==> config.mk <==
export PLATFORM = sky130hd
export DESIGN_NAME = mult_nxn_iter_flat
export DESIGN_NICKNAME = d
export VERILOG_FILES = /design/src/rtl/mult_nxn_iter_if.sv /design/src/rtl/mult_nxn_iter.sv /design/src/flat_wrapper.sv
export SDC_FILE = /design/constraint.sdc
export NUM_CORES = 1
export LEC_CHECK = 0
export CORE_ASPECT_RATIO = 2
export CORE_UTILIZATION = 45
export CTS_BUF_LIST = sky130_fd_sc_hd__clkbuf_2
export CTS_CLUSTER_DIAMETER = 30
export DETAILED_ROUTE_END_ITERATION = 6
export DONT_BUFFER_PORTS = 1
export PLACE_DENSITY = 0.63
export SYNTH_ARGS = -nofsm -noshare
export SYNTH_HDL_FRONTEND = slang
export SYNTH_SLANG_ARGS = --single-unit
==> constraint.sdc <==
create_clock -name clk -period 9.55 [get_ports clk]
set_input_delay 2.865 -clock clk [delete_from_list [all_inputs] [get_ports clk]]
set_output_delay 2.865 -clock clk [all_outputs]
set_load 0.02 [all_outputs]
==> src/rtl/mult_nxn_iter_if.sv <==
// Request/response bundle for the iterative N x N multiplier.
// The controller drives the operands and start, and the multiplier returns busy, done and product.
interface mult_nxn_iter_if #(
  parameter int unsigned WIDTH = 32
) ();
  logic               start;
  logic               is_signed;
  logic [WIDTH-1:0]   a;
  logic [WIDTH-1:0]   b;
  logic               busy;
  logic               done;
  logic [2*WIDTH-1:0] product;

  modport master (
    output start, is_signed, a, b,
    input  busy, done, product
  );

  modport slave (
    input  start, is_signed, a, b,
    output busy, done, product
  );
endinterface

==> src/rtl/mult_nxn_iter.sv <==
// Iterative sign-selectable WIDTH x WIDTH multiplier built on one CHUNK x CHUNK partial product.
// Leading all-zero chunks of either magnitude are skipped, so narrow operands finish sooner.
module mult_nxn_iter #(
  parameter int unsigned WIDTH = 32,
  parameter int unsigned CHUNK = 8
) (
  input logic            clk,
  input logic            reset,
  mult_nxn_iter_if.slave bus
);
  localparam int unsigned NCH = WIDTH / CHUNK;
  localparam int unsigned CW  = $clog2(NCH + 1);
  localparam int unsigned PW  = 2 * WIDTH;
  localparam int unsigned PPW = 2 * CHUNK;
  localparam int unsigned SW  = $clog2(PW);

  typedef enum logic [1:0] {IDLE, CALC, FINISH} state_t;

  state_t           state, state_d;
  logic [WIDTH-1:0] ma, ma_d, mb, mb_d;
  logic             neg, neg_d;
  logic [CW-1:0]    na, na_d, nb, nb_d;
  logic [CW-1:0]    ci, ci_d, cj, cj_d;
  logic [PW-1:0]    acc, acc_d;
  logic [PW-1:0]    product_q, product_d;
  logic             done_q, done_d;
  logic             busy_q, busy_d;

  logic [CHUNK-1:0] ca, cb;
  logic [PPW-1:0]   pp;
  logic [SW-1:0]    shamt;
  logic [WIDTH-1:0] abs_a, abs_b;

  function automatic logic [WIDTH-1:0] magnitude(input logic [WIDTH-1:0] v, input logic s);
    return (s && v[WIDTH-1]) ? WIDTH'(~v + WIDTH'(1)) : v;
  endfunction

  // Number of chunks up to and including the highest nonzero one, never less than 1.
  function automatic logic [CW-1:0] chunk_count(input logic [WIDTH-1:0] v);
    logic [CW-1:0] n;
    n = CW'(1);
    for (int unsigned k = 0; k < NCH; k++) begin
      if (v[k*CHUNK +: CHUNK] != '0) n = CW'(k + 1);
    end
    return n;
  endfunction

  always_comb begin
    abs_a = magnitude(bus.a, bus.is_signed);
    abs_b = magnitude(bus.b, bus.is_signed);
    ca    = ma[32'(ci) * CHUNK +: CHUNK];
    cb    = mb[32'(cj) * CHUNK +: CHUNK];
    pp    = PPW'(ca) * PPW'(cb);
    shamt = SW'((32'(ci) + 32'(cj)) * CHUNK);
  end

  // Next-state and datapath updates.
  always_comb begin
    state_d   = state;
    ma_d      = ma;
    mb_d      = mb;
    neg_d     = neg;
    na_d      = na;
    nb_d      = nb;
    ci_d      = ci;
    cj_d      = cj;
    acc_d     = acc;
    product_d = product_q;
    done_d    = 1'b0;

    case (state)
      IDLE: begin
        if (bus.start) begin
          ma_d    = abs_a;
          mb_d    = abs_b;
          neg_d   = bus.is_signed & (bus.a[WIDTH-1] ^ bus.b[WIDTH-1]);
          na_d    = chunk_count(abs_a);
          nb_d    = chunk_count(abs_b);
          acc_d   = '0;
          ci_d    = '0;
          cj_d    = '0;
          state_d = CALC;
        end
      end
      CALC: begin
        acc_d = acc + (PW'(pp) << shamt);
        if (cj == nb - CW'(1)) begin
          cj_d = '0;
          if (ci == na - CW'(1)) state_d = FINISH;
          else                   ci_d    = ci + CW'(1);
        end else begin
          cj_d = cj + CW'(1);
        end
      end
      FINISH: begin
        // Two's-complement negation of zero is zero, so no -0 can appear.
        product_d = neg ? (~acc + PW'(1)) : acc;
        done_d    = 1'b1;
        state_d   = IDLE;
      end
      default: state_d = IDLE;
    endcase

    busy_d = (state_d != IDLE);
  end

  always_ff @(posedge clk) begin
    if (reset) begin
      state     <= IDLE;
      ma        <= '0;
      mb        <= '0;
      neg       <= 1'b0;
      na        <= '0;
      nb        <= '0;
      ci        <= '0;
      cj        <= '0;
      acc       <= '0;
      product_q <= '0;
      done_q    <= 1'b0;
      busy_q    <= 1'b0;
    end else begin
      state     <= state_d;
      ma        <= ma_d;
      mb        <= mb_d;
      neg       <= neg_d;
      na        <= na_d;
      nb        <= nb_d;
      ci        <= ci_d;
      cj        <= cj_d;
      acc       <= acc_d;
      product_q <= product_d;
      done_q    <= done_d;
      busy_q    <= busy_d;
    end
  end

  assign bus.busy    = busy_q;
  assign bus.done    = done_q;
  assign bus.product = product_q;
endmodule

==> src/flat_wrapper.sv <==
// flat-port wrapper written by rule: the top's interface ports become plain ports
module mult_nxn_iter_flat 
#(
  parameter int unsigned WIDTH = 32,
  parameter int unsigned CHUNK = 8
)
  (clk, reset, bus_start, bus_is_signed, bus_a, bus_b, bus_busy, bus_done, bus_product);
  mult_nxn_iter_if #(.WIDTH(WIDTH)) bus_i ();
  input logic clk;
  input logic reset;
  input wire logic [$bits(bus_i.start)-1:0] bus_start;
  input wire logic [$bits(bus_i.is_signed)-1:0] bus_is_signed;
  input wire logic [$bits(bus_i.a)-1:0] bus_a;
  input wire logic [$bits(bus_i.b)-1:0] bus_b;
  output wire logic [$bits(bus_i.busy)-1:0] bus_busy;
  output wire logic [$bits(bus_i.done)-1:0] bus_done;
  output wire logic [$bits(bus_i.product)-1:0] bus_product;
  assign bus_i.start = bus_start;
  assign bus_i.is_signed = bus_is_signed;
  assign bus_i.a = bus_a;
  assign bus_i.b = bus_b;
  assign bus_busy = bus_i.busy;
  assign bus_done = bus_i.done;
  assign bus_product = bus_i.product;
  mult_nxn_iter #(.WIDTH(WIDTH), .CHUNK(CHUNK)) u_core (.clk(clk), .reset(reset), .bus(bus_i));
endmodule
---- Word-level counts from Yosys, hierarchy flattened ----
Cells that the tools add are included.
storage, ports and cells
  bits in writable memories ............... 0
  bits in read-only memories .............. 0
  logic and storage cells ................. 73
  bits in latches ......................... 0
  output and inout port bits .............. 66
  register bits ........................... 209
  memories kept ........................... 0
cells by class
  muxes and demuxes ....................... 22
  add/subtract/negate cells ............... 9
  $lt $le $gt $ge ......................... 0
  multipliers ............................. 1
  bitwise operators ....................... 5
  shift operators ......................... 3
  equality and inequality tests ........... 7
  reduce and logical (&&, ||, !) cells .... 14
  divide/modulo/power cells ............... 0
operator list
  cell                     count
  $mux W64                 2
  $pmux W64 S2             1
  $add A32 B1 Y32 const B  2
  $add A64 B1 Y64 const B  1
  $add A64 B64 Y64         1
  $mux W32                 2
  $not A32 Y32             2
  $not A64 Y64             1
  $shiftx A32 B7 Y8        2
  $shl A16 B6 Y64          1
  $reduce_bool A8 Y1       6
  $mux W3                  6
  $mul A8 B8 Y16           1
  $mux W2                  7
  $pmux W3 S2              2
  $add A3 B1 Y3 const B    2
  $eq A3 B3 Y1             2
  $sub A3 B1 Y3 const B    2
  $ne A2 B2 Y1 const B     2
  $pmux W2 S2              1
  $reduce_and A2 Y1        2
  $reduce_and A4 Y1        1
  $reduce_bool A2 Y1       2
  $add A3 B3 Y3            1
  other kinds (8)          9

---- Longest topological paths before layout ----
  depth after elaboration ................. 7
  mapped depth ............................ 34
  mapped depth without buffers ............ 31

---- Least setup slack after synthesis ----
No wires, ideal clock.
  path type ............................... register -> register
  from .................................... reg u_core.cj[0]
  to ...................................... reg u_core.acc[63]
  arrival ................................. 8.113 ns
  setup time .............................. 0.062 ns
  path buffers ............................ 3
  data required time ...................... 9.488 ns
  stages on the path, launching flop included .. 32
  path slack .............................. 1.375 ns
  path through ............................ dfxtp_1 buf_1 mux4_2 nand2b_1 clkbuf_1 or2_2 fa_1 fa_1 inv_1 fa_1 inv_1 fa_1 inv_1 ha_1 a21oi_1 o21bai_1 a21oi_1 xor2_1 nor2_1 a21oi_1 nor2_1 ha_1 clkbuf_1 nand4_1 or2_2 nor3_1 o2111ai_1 a2111oi_0 o211ai_1 a221o_1 a311o_1 nand3_1
on the way
  longest elaborated chain between the ends .. 5
  elaborated cells between the ends (all ways) .. 6
  classes of those cells .................. add/sub: 2; mul: 1; shift: 2; mux: 1
RTL lines
  element                 line                  RTL
  from (decl)             mult_nxn_iter.sv:23   logic [CW-1:0] ci, ci_d, cj, cj_d;
  from (signal assigned)  mult_nxn_iter.sv:129  cj <= cj_d;
  $shiftx A32 B7 Y8       mult_nxn_iter.sv:52   cb = mb[32'(cj) * CHUNK +: CHUNK];
  $mul A8 B8 Y16          mult_nxn_iter.sv:53   pp = PPW'(ca) * PPW'(cb);
  $shl A16 B6 Y64 (*)     mult_nxn_iter.sv:86   acc_d = acc + (PW'(pp) << shamt);
  $add A64 B64 Y64 (*)    mult_nxn_iter.sv:86
  $pmux W64 S2 (*)        mult_nxn_iter.sv:71   case (state)
  to (signal assigned)    mult_nxn_iter.sv:117  acc <= '0;
  to (signal assigned)    mult_nxn_iter.sv:130  acc <= acc_d;
  to (decl)               mult_nxn_iter.sv:24   logic [PW-1:0] acc, acc_d;
Every way passes the cells marked *; elsewhere a longest branch is shown, timed or not.
A chain may end at the register's enable or synchronous reset.

---- Final worst setup path ----
  from .................................... reg u_core.ci[0]
  to ...................................... reg u_core.acc[60]
on the way
  longest elaborated chain between the ends .. 5
  elaborated cells between the ends (all ways) .. 6
  classes of those cells .................. add/sub: 2; mul: 1; shift: 2; mux: 1
RTL lines
  element                 line                  RTL
  from (decl)             mult_nxn_iter.sv:23
  from (signal assigned)  mult_nxn_iter.sv:128  ci <= ci_d;
  $shiftx A32 B7 Y8       mult_nxn_iter.sv:51   ca = ma[32'(ci) * CHUNK +: CHUNK];
  $mul A8 B8 Y16          mult_nxn_iter.sv:53
  $shl A16 B6 Y64 (*)     mult_nxn_iter.sv:86
  $add A64 B64 Y64 (*)    mult_nxn_iter.sv:86
  $pmux W64 S2 (*)        mult_nxn_iter.sv:71
Marks and branches as above.

==> flow_summary_export.csv <==
group,metric,value,unit
status,status,"finished with violations",
status,violations,"design-rule violations",
synth,synth_warnings,0,
placement,gp_congestion,0.975,
grt,antenna_found_initial,1,
routing,avgRoutedWirePerCell,21.0,µm
finish,multi_input_area,0.0119,mm²
finish,fin_cells,2645,
worst_setup_path,cp_max_fo,13,
timing,slew_headroom,37.5,%
worst_setup_path,slowest_delay,0.57,ns
timing,hold_violations,0,
synth,synth_top_area_share,24.7,%
finish,drive_gt1_share,8.38,%
synth,ys_async_sr_fraction,0,%
worst_setup_path,crit_path_start_kind,"flop",
timing,worst_pin_slew,0.931,ns
finish,final_common_cell,"nor2_1",
routing,ant_nets,0,
clocking,clkLatencyLatePin,0.94,ns
worst_setup_path,reg2reg_setup_slack,0.41,ns
routing,finalWirelength,55.5,mm
routing,first_iter_violations,666,
worst_hold_path,min_path_cells,2,
synth,avgSynthCellArea,7.68,µm²
die,die_h,276,µm
finish,regArea,0.00419,mm²
worst_setup_path,cp_top_family,"adder cells",
worst_hold_path,hold_start,"u_core.ma[31]$_SDFFE_PP0P_",
timing,finalCritPeriodShare,95.7,%
timing,timing.fmax,109,MHz
synth,synthesis.area,0.0169,mm²
timing,skew,0.0657,ns
synth,synth_nets,2417,
timing,drv_slew,0,
die,rows,100,
power_and_ir_drop,p_leak,7.32,nW
grt,grt_overflow,0,
placement,place_inst,2552,
finish,fin_util,47.8,%
worst_hold_path,hold_end,"u_core.ma[31]$_SDFFE_PP0P_",
worst_setup_path,crit_path_top_delay_cell,"dfxtp_2",
die,die_w,139,µm
grt,grt_pass1_vias,16300,
grt,grt_pass1_wl,87.2,mm
worst_setup_path,cp.arrival,9.98,ns
grt,grt_usage,29.0,%
worst_setup_path,critPathKind,"reg -> reg",
finish,syn_to_final_growth,5.05,%
clocking,cts_max_path_buffers,3,
clocking,hold_buffers,0,
die,design.core.area,0.0372,mm²
synth,yosysUniqueCellTypes,81,
timing,finalSetupViolCount,0,
finish,final_cell_mix,"nor2_1, dfxtp_1, nand2_1, a21oi_1, xor2_1",
timing,rsz0062_at_grt,"false",
clocking,htreeDepth,2,
finish,n_fill_cell,3769,
worst_setup_path,reg2reg_depth,31,
power_and_ir_drop,ir_drop,0.0678,mV
routing,drcViolationCount,1,
die,die_area,0.0384,mm²
clocking,clk_pin_slew,0.12,ns
worst_setup_path,r2r-start,"u_core.ci[0]$_SDFFE_PP0P_",
clocking,clock_sinks,209,
synth,synth_cells,2204,
die,initial_utilization,45.5,%
clocking,cts_tree,"yes",
routing,drt_first_pass_iters,7,
grt,grt_max_degree,177,
placement,hpwl,43.9,mm
synth,yosys.area.top_type,"dfxtp_1",
timing,setup_tns,0,ns
synth,synth_edf_count,0,
worst_setup_path,crit_buf_inv,5,
synth,ys.flop_type,"dfxtp_1",
finish,finalNetCount,2358,
routing,vias,16000,
clocking,cts_buffers,50,
worst_hold_path,worstHoldPathType,"reg -> reg",
synth,synthTopCellsByArea,"dfxtp_1, ha_1, nor2_1",
timing,min_period,9.14,ns
clocking,cts-root-buf,"clkbuf_2",
die,num_io_pins,134,
placement,place.port_buffers,0,
worst_setup_path,end_kind,"flop",
routing,vias_per_cell,6.04,
worst_setup_path,cp.required,10.39,ns
worst_setup_path,worst_r2r_endpoint,"u_core.acc[60]$_SDFFE_PP0P_",
synth,yosysSeqAreaShare,24.7,%
synth,synth_seq_cells,209,
power_and_ir_drop,p_per_area,124,mW/mm²
flow_run,max-cap-violations,0,
-- logic make-up after synthesis --
family / count (synthesis) / synth area share (%)
compound gates: 592 / 22.7
flops: 209 / 24.7
fa+ha+maj: 145 / 12.4
xor+xnor: 189 / 9.78
simple gates: 816 / 22.7
mux: 22 / 2.49
buf+inv: 231 / 5.18
-- per-layer routing --
| layer | share of wire, % | up-vias | global-route usage, % | wire [µm] |
|---|---|---|---|---|
| li1 | - | 7752 | - | - |
| met1 | 33 | 7540 | 25.6 | 18100 |
| met2 | 55 | 428 | 57.3 | 30600 |
| met3 | 3.1 | 244 | 3.39 | 1750 |
| met4 | 9.0 | 0 | 24.2 | 5000 |
| met5 | 0 | - | 0 | 0 |
-- what timing repair did --
item,4_1_cts,5_1_grt
gates resized for setup,0,5
buffers inserted,0,0
endpoints found under the setup margin,0,17
-- worst min-delay path, cell delays in order, from the launching register on --
cell	delay (ns)
dfxtp_1	0.32
nand2_1	0.05
a21oi_1	0.05
-- where the power goes --
part | internal, mW | leakage [nW] | total (mW) | switching [mW]
Combinational | 0.193 | 5.24 | 0.560 | 0.367
Clock | 0.317 | 0.385 | 0.711 | 0.394
Sequential | 0.902 | 1.70 | 0.937 | 0.0348
-- worst max path at each step --
stage,startpoint,end,slack (ns),cells after the start
final,u_core.ci[0]$_SDFFE_PP0P_,u_core.acc[60]$_SDFFE_PP0P_,0.41,31
after CTS,u_core.ci[0]$_SDFFE_PP0P_,u_core.acc[57]$_SDFFE_PP0P_,0.14,31
after detailed placement,u_core.ci[0]$_SDFFE_PP0P_,u_core.acc[57]$_SDFFE_PP0P_,0.18,31
after global placement,u_core.ci[0]$_SDFFE_PP0P_,u_core.acc[57]$_SDFFE_PP0P_,0.27,30
after floorplan,u_core.cj[0]$_SDFFE_PP0P_,u_core.acc[63]$_SDFFE_PP0P_,1.38,31
after global routing,u_core.ci[0]$_SDFFE_PP0P_,u_core.acc[60]$_SDFFE_PP0P_,0.003,31
-- cell usage after synthesis, types with 30 or more instances --
master,n
dfxtp_1,209
a21oi_1,171
nand3_1,61
o31ai_1,30
nor2_1,318
inv_1,88
ha_1,107
clkbuf_1,132
a21o_1,52
o21ai_0,110
a211oi_1,93
fa_1,38
nand2b_1,34
xnor2_1,75
xor2_1,114
nor3_1,52
nand2_1,172
-- area by class of cell --
| class | count | share of cell area, % |
|---|---|---|
| multi-input cells | 1764 | 66.9 |
| inverters | 88 | 1.86 |
| clock inverters | 18 | 1.02 |
| clock buffers | 74 | 2.08 |
| diodes | 1 | 0.0141 |
| well taps | 459 | 3.23 |
| flip-flops and latches | 209 | 23.6 |
| repair buffers | 32 | 1.35 |
-- sequential cells by signal, indices dropped and copies added, names as in the netlist --
register,flops
u_core.state,2
u_core.bus.product,64
u_core.mb,32
u_core.bus.done,1
u_core.neg,1
u_core.bus.busy,1
u_core.ma,32
u_core.acc,64
u_core.ci,3
u_core.nb,3
u_core.na,3
u_core.cj,3
-- stage by stage --
stage	total power [mW]	hold slack (ns)	setup WS [ns]	instance area (µm²)
finish	2.21	0.460	0.411	17800
global route	2.32	0.479	0.00252	17800
CTS	2.23	0.457	0.139	17800
detailed placement	1.52	0.442	0.176	17200
global placement	1.51	0.442	0.268	17200
floorplan	1.34	0.429	1.38	16900
Power figures use the tool's default switching activity.
